--- src/rtl/mult_ctrl.sv ---
`default_nettype none
// ============================================================================
//  Module   : mult_ctrl
//  Purpose  : Moore FSM controller for the 32-bit shift-add multiplier
//             datapath. Drives init/regWr/shiftR toward the datapath and
//             gives the ALU a start/busy/done handshake with abort.
//             DONE_HOLD = 0 : done is a single-cycle pulse.
//             DONE_HOLD = 1 : done is held until the next start or abort.
//             Optional macro MULT_CTRL_CYCLE_CNT_EN adds the cycles[7:0]
//             busy-cycle counter output.
//  Revision : 1.0 - initial release
// ============================================================================
module mult_ctrl #(
    parameter int DONE_HOLD = 0
) (
    input  logic       clk,
    input  logic       rst,
    input  logic       start,
    input  logic       abort,
    input  logic       lsb,
    input  logic       done32,
    output logic       init,
    output logic       regWr,
    output logic       shiftR,
    output logic       busy,
    output logic       done
`ifdef MULT_CTRL_CYCLE_CNT_EN
    ,
    output logic [7:0] cycles
`endif
);

    localparam logic [2:0] c_ST_IDLE  = 3'd0;
    localparam logic [2:0] c_ST_INIT  = 3'd1;
    localparam logic [2:0] c_ST_TEST  = 3'd2;
    localparam logic [2:0] c_ST_ADD   = 3'd3;
    localparam logic [2:0] c_ST_SHIFT = 3'd4;
    localparam logic [2:0] c_ST_DONE  = 3'd5;

    logic [2:0] r_state;
    logic [2:0] w_state_nxt;
    logic       w_busy_nxt;
    logic       r_init;
    logic       r_regwr;
    logic       r_shiftr;
    logic       r_busy;
    logic       r_done;

    // Next-state decode; abort outranks every normal transition while busy.
    always_comb begin
        w_state_nxt = r_state;
        case (r_state)
            c_ST_IDLE: begin
                if (start) w_state_nxt = c_ST_INIT;
            end
            c_ST_INIT: begin
                w_state_nxt = abort ? c_ST_IDLE : c_ST_TEST;
            end
            c_ST_TEST: begin
                if (abort)    w_state_nxt = c_ST_IDLE;
                else if (lsb) w_state_nxt = c_ST_ADD;
                else          w_state_nxt = c_ST_SHIFT;
            end
            c_ST_ADD: begin
                w_state_nxt = abort ? c_ST_IDLE : c_ST_SHIFT;
            end
            c_ST_SHIFT: begin
                // done32 high here means this edge performs the 32nd shift
                if (abort)       w_state_nxt = c_ST_IDLE;
                else if (done32) w_state_nxt = c_ST_DONE;
                else             w_state_nxt = c_ST_TEST;
            end
            c_ST_DONE: begin
                if (DONE_HOLD == 0) w_state_nxt = c_ST_IDLE;
                else if (abort)     w_state_nxt = c_ST_IDLE;
                else if (start)     w_state_nxt = c_ST_INIT;
            end
            default: begin
                w_state_nxt = c_ST_IDLE;
            end
        endcase
    end

    assign w_busy_nxt = (w_state_nxt == c_ST_INIT) || (w_state_nxt == c_ST_TEST) ||
                        (w_state_nxt == c_ST_ADD)  || (w_state_nxt == c_ST_SHIFT);

    // State register with outputs registered from the next state, so each
    // output is a pure function of the state held in that cycle.
    always_ff @(posedge clk) begin
        if (rst) begin
            r_state  <= c_ST_IDLE;
            r_init   <= 1'b0;
            r_regwr  <= 1'b0;
            r_shiftr <= 1'b0;
            r_busy   <= 1'b0;
            r_done   <= 1'b0;
        end else begin
            r_state  <= w_state_nxt;
            r_init   <= (w_state_nxt == c_ST_INIT);
            r_regwr  <= (w_state_nxt == c_ST_ADD);
            r_shiftr <= (w_state_nxt == c_ST_SHIFT);
            r_busy   <= w_busy_nxt;
            r_done   <= (w_state_nxt == c_ST_DONE);
        end
    end

    assign init   = r_init;
    assign regWr  = r_regwr;
    assign shiftR = r_shiftr;
    assign busy   = r_busy;
    assign done   = r_done;

`ifdef MULT_CTRL_CYCLE_CNT_EN
    logic [7:0] r_cycles;

    // Busy-cycle counter: cleared entering INIT, frozen whenever not busy.
    always_ff @(posedge clk) begin
        if (rst) begin
            r_cycles <= 8'd0;
        end else if (w_state_nxt == c_ST_INIT) begin
            r_cycles <= 8'd0;
        end else if (r_busy) begin
            r_cycles <= r_cycles + 8'd1;
        end
    end

    assign cycles = r_cycles;
`endif

endmodule
`default_nettype wire

--- config.mk ---
export PLATFORM = sky130hd
export DESIGN_NAME = mult_ctrl
export DESIGN_NICKNAME = d
export VERILOG_FILES = /design/src/rtl/mult_ctrl.sv
export SDC_FILE = /design/constraint.sdc
export NUM_CORES = 1
export LEC_CHECK = 0
export ABC_CLOCK_PERIOD_IN_PS = 1300
export BUFFER_PORTS_ARGS = -buffer_cell sky130_fd_sc_hd__buf_2
export CAP_MARGIN = 10
export CORE_AREA = 2 2 39 41
export DETAILED_ROUTE_END_ITERATION = 8
export DIE_AREA = 0 0 41 43
export MAX_ROUTING_LAYER = met4
export PLACE_DENSITY = 0.55
export REMOVE_ABC_BUFFERS = 1
export SYNTH_ARGS = -nofsm -noshare
export SYNTH_HDL_FRONTEND = slang
export SYNTH_SLANG_ARGS = --single-unit
--- constraint.sdc ---
create_clock -name clk -period 1.3 [get_ports clk]
set_clock_uncertainty 0.1 [all_clocks]
set_input_delay 0 -clock clk [delete_from_list [all_inputs] [get_ports clk]]
set_output_delay 0 -clock clk [all_outputs]
set_load 0.02 [all_outputs]
==> flow_summary.ini <==
[synth]
synthesis.area_sq_um = 337
synth-seq-cells = 8
synth-edff-count = 0
synth_top_flop_cell = dfxtp_1
synth_cell_types = 20
ys_top_cells_by_count = dfxtp_1, nor2_1, inv_1
synth_top_area_cell = dfxtp_1
yosysSeqAreaShare_pct = 47.6
ys_warn_count = 0
asyncSetResetFlopFracSynth_pct = 0
yosysTopAreaCellShare_pct = 47.6
synth.most_common_cell = dfxtp_1
synthCells = 34
synth_top_cells_by_area = dfxtp_1, nor2_1, nor4bb_2
syn_area_per_cell_sq_um = 9.90

[route]
firstDrtPassIters = 4
via_count = 301
wirelength_um = 659
routedWlPerCell_um = 9.84
ant_nets = 0
drtIter0Drc = 10
drc = 0
avgViaCountPerCell = 4.49

[worst_setup_path]
crit_path_end = regWr
cp_max_fo = 5
path_buf_inv = 0
crit_family = simple AND/OR/NAND/NOR gates
r2r_start = r_state[0]
arrival_ns = 1.39
path_depth = 4
end_kind = register
crit_start = r_state[0]
startpoint_type = register
r2r-end = regWr
required_ns = 1.39
critPathKind = register to register
critical_path.cell_chain = nor4bb_4 > nand2_2 > a21o_1 > nor2_1
slowest_delay_ns = 0.37
r2r_setup_slack_ns = -0.007
rr_worst_depth = 4
cp_slowest_cell = nor4bb_4

[pwr]
p_sw_mw = 0.125
vdd_ir_drop_max_uv = 391
p_int_mw = 0.399
swShare_pct = 23.8
p_seq_share_pct = 50.1
p_comb_share_pct = 14.8
clockPowerShare_pct = 35.1
p_leak_nw = 0.242
power.total_mw = 0.524
cellPowerDensity_nw_per_um2 = 1020

[die]
die_w_um = 41
rows = 14
pin_count = 11
start_util_pct = 24.3
core_area_sq_um = 1380
dieArea_sq_um = 1760
die_h_um = 43

[sta]
fmax_mhz = 765
rsz0062_at_grt = yes
tightestPinTransition_ns = 0.347
finalHoldViolCount = 0
period_needed_ns = 1.31
period_share_pct = 101
slew_headroom_pct = 76.8
setup_viol = 1
tns_ns = -0.00686
hold_ws_ns = 0.0789
worst_slack_ns = -0.00686
final-max-slew-violation-count = 0

[clocking]
cts_max_path_buffers = 2
cts_tree = built
clkSinkCount = 8
postCtsSetupRepairBufs = 0
cts_buffers = 3
clkSlewWorstSetupHoldPaths_ns = 0.05
clkLatencyLatePin_ns = 0.24
htree_num_levels = 1
cts_root_buf = clkbuf_4

[min_path]
hp-start = start
hp-class = input pin to register

[layout]
final_nets = 59
layout_commonest_cell = buf_2
syn2layout_area_growth_pct = 52.4
drive_gt1_share_pct = 56.9
n_antenna_cell = 0
final_cell_mix = buf_2, nor2_1, dfxtp_1

[grt]
grt_overflow = 0
grt_max_degree = 8
grt_pass1_vias = 244
grt_pass1_wl_um = 972
antenna_found_initial = 0
grt.total_usage_pct = 9.47

[placed_design]
post-place-ws_ns = -0.0466
io_buffer_count = 10
hpwlAfterDp_um = 473
gp_congestion = 0.635

[run]
drv_cap = 0

[run_status]
failed_checks = setup timing
status = complete, but fails checks
==> routing by layer <==
layer  part of all wire, %  track usage, %  up-vias
met5                     0               -        -
met4                   2.6            8.00        0
met3                   4.9            6.28        2
met2                    49            11.6        8
met1                    43            10.0      138
li1                      -               -      153
==> kinds of logic (layout without fill, tap and decap cells) <==
family          Yosys count  count (layout)  share of synthesized area, %
flops                     8               8                          47.6
compound gates            6               6                          13.8
mux                       1               1                          2.97
buf+inv                   3              20                          3.35
simple gates             16              16                          32.3
==> through the flow <==
step / utilization (%) / area (sq um) / std cells
finish: 37.1 / 513 / 67
global route: 37.1 / 513 / 67
CTS: 33.7 / 467 / 67
detailed placement: 30.5 / 422 / 62
global placement: 30.5 / 422 / 62
floorplan: - / 337 / 34
==> flip-flops by register name, summed over array words and instances, names as in the netlist <==
signal	flops
regWr	1
shiftR	1
done	1
init	1
busy	1
r_state	3
==> power groups by stage <==
stage	Combinational (mW)	Clock, mW	Sequential [mW]
6_report	0.0773	0.184	0.262
3_5_place_dp	0.0627	0	0.265
4_1_cts	0.0680	0.194	0.260
2_1_floorplan	0.0311	0	0.272
3_3_place_gp	0.0630	0	0.265
5_1_grt	0.0833	0.209	0.263
==> worst register-to-register path, cell delays in order (launching register included) <==
cell and delay (ns):
dfxtp_2 0.35, nor4bb_4 0.37, nand2_2 0.11, a21o_1 0.22
nor2_1 0.10
==> layout make-up <==
type | count | area (sq um)
inverter | 3 | 11.3
clock buffer | 3 | 22.5
timing repair buffer | 14 | 85.1
tap | 16 | 20.0
fill | 144 | 871
sequential | 8 | 164
multi-input combinational | 23 | 210
==> how the worst min path moves through the flow <==
stage                 end  slack, ns  depth (start not counted)
6_report             done       0.08                          4
5_1_grt              done       0.11                          4
4_1_cts              init       0.10                          4
3_5_place_dp   r_state[1]       0.11                          2
3_3_place_gp   r_state[1]       0.11                          2
2_1_floorplan  r_state[1]      -0.03                          1
==> timing repair <==
item | 4_1_cts | 5_1_grt
endpoints found under the setup margin | 8 | 8
resized for setup | 2 | 9
pin swaps | 3 | 2
hold buffers | 2 | 0
endpoints found under the hold margin | 5 | 0
No activity file was read; power rests on OpenSTA's default activity.
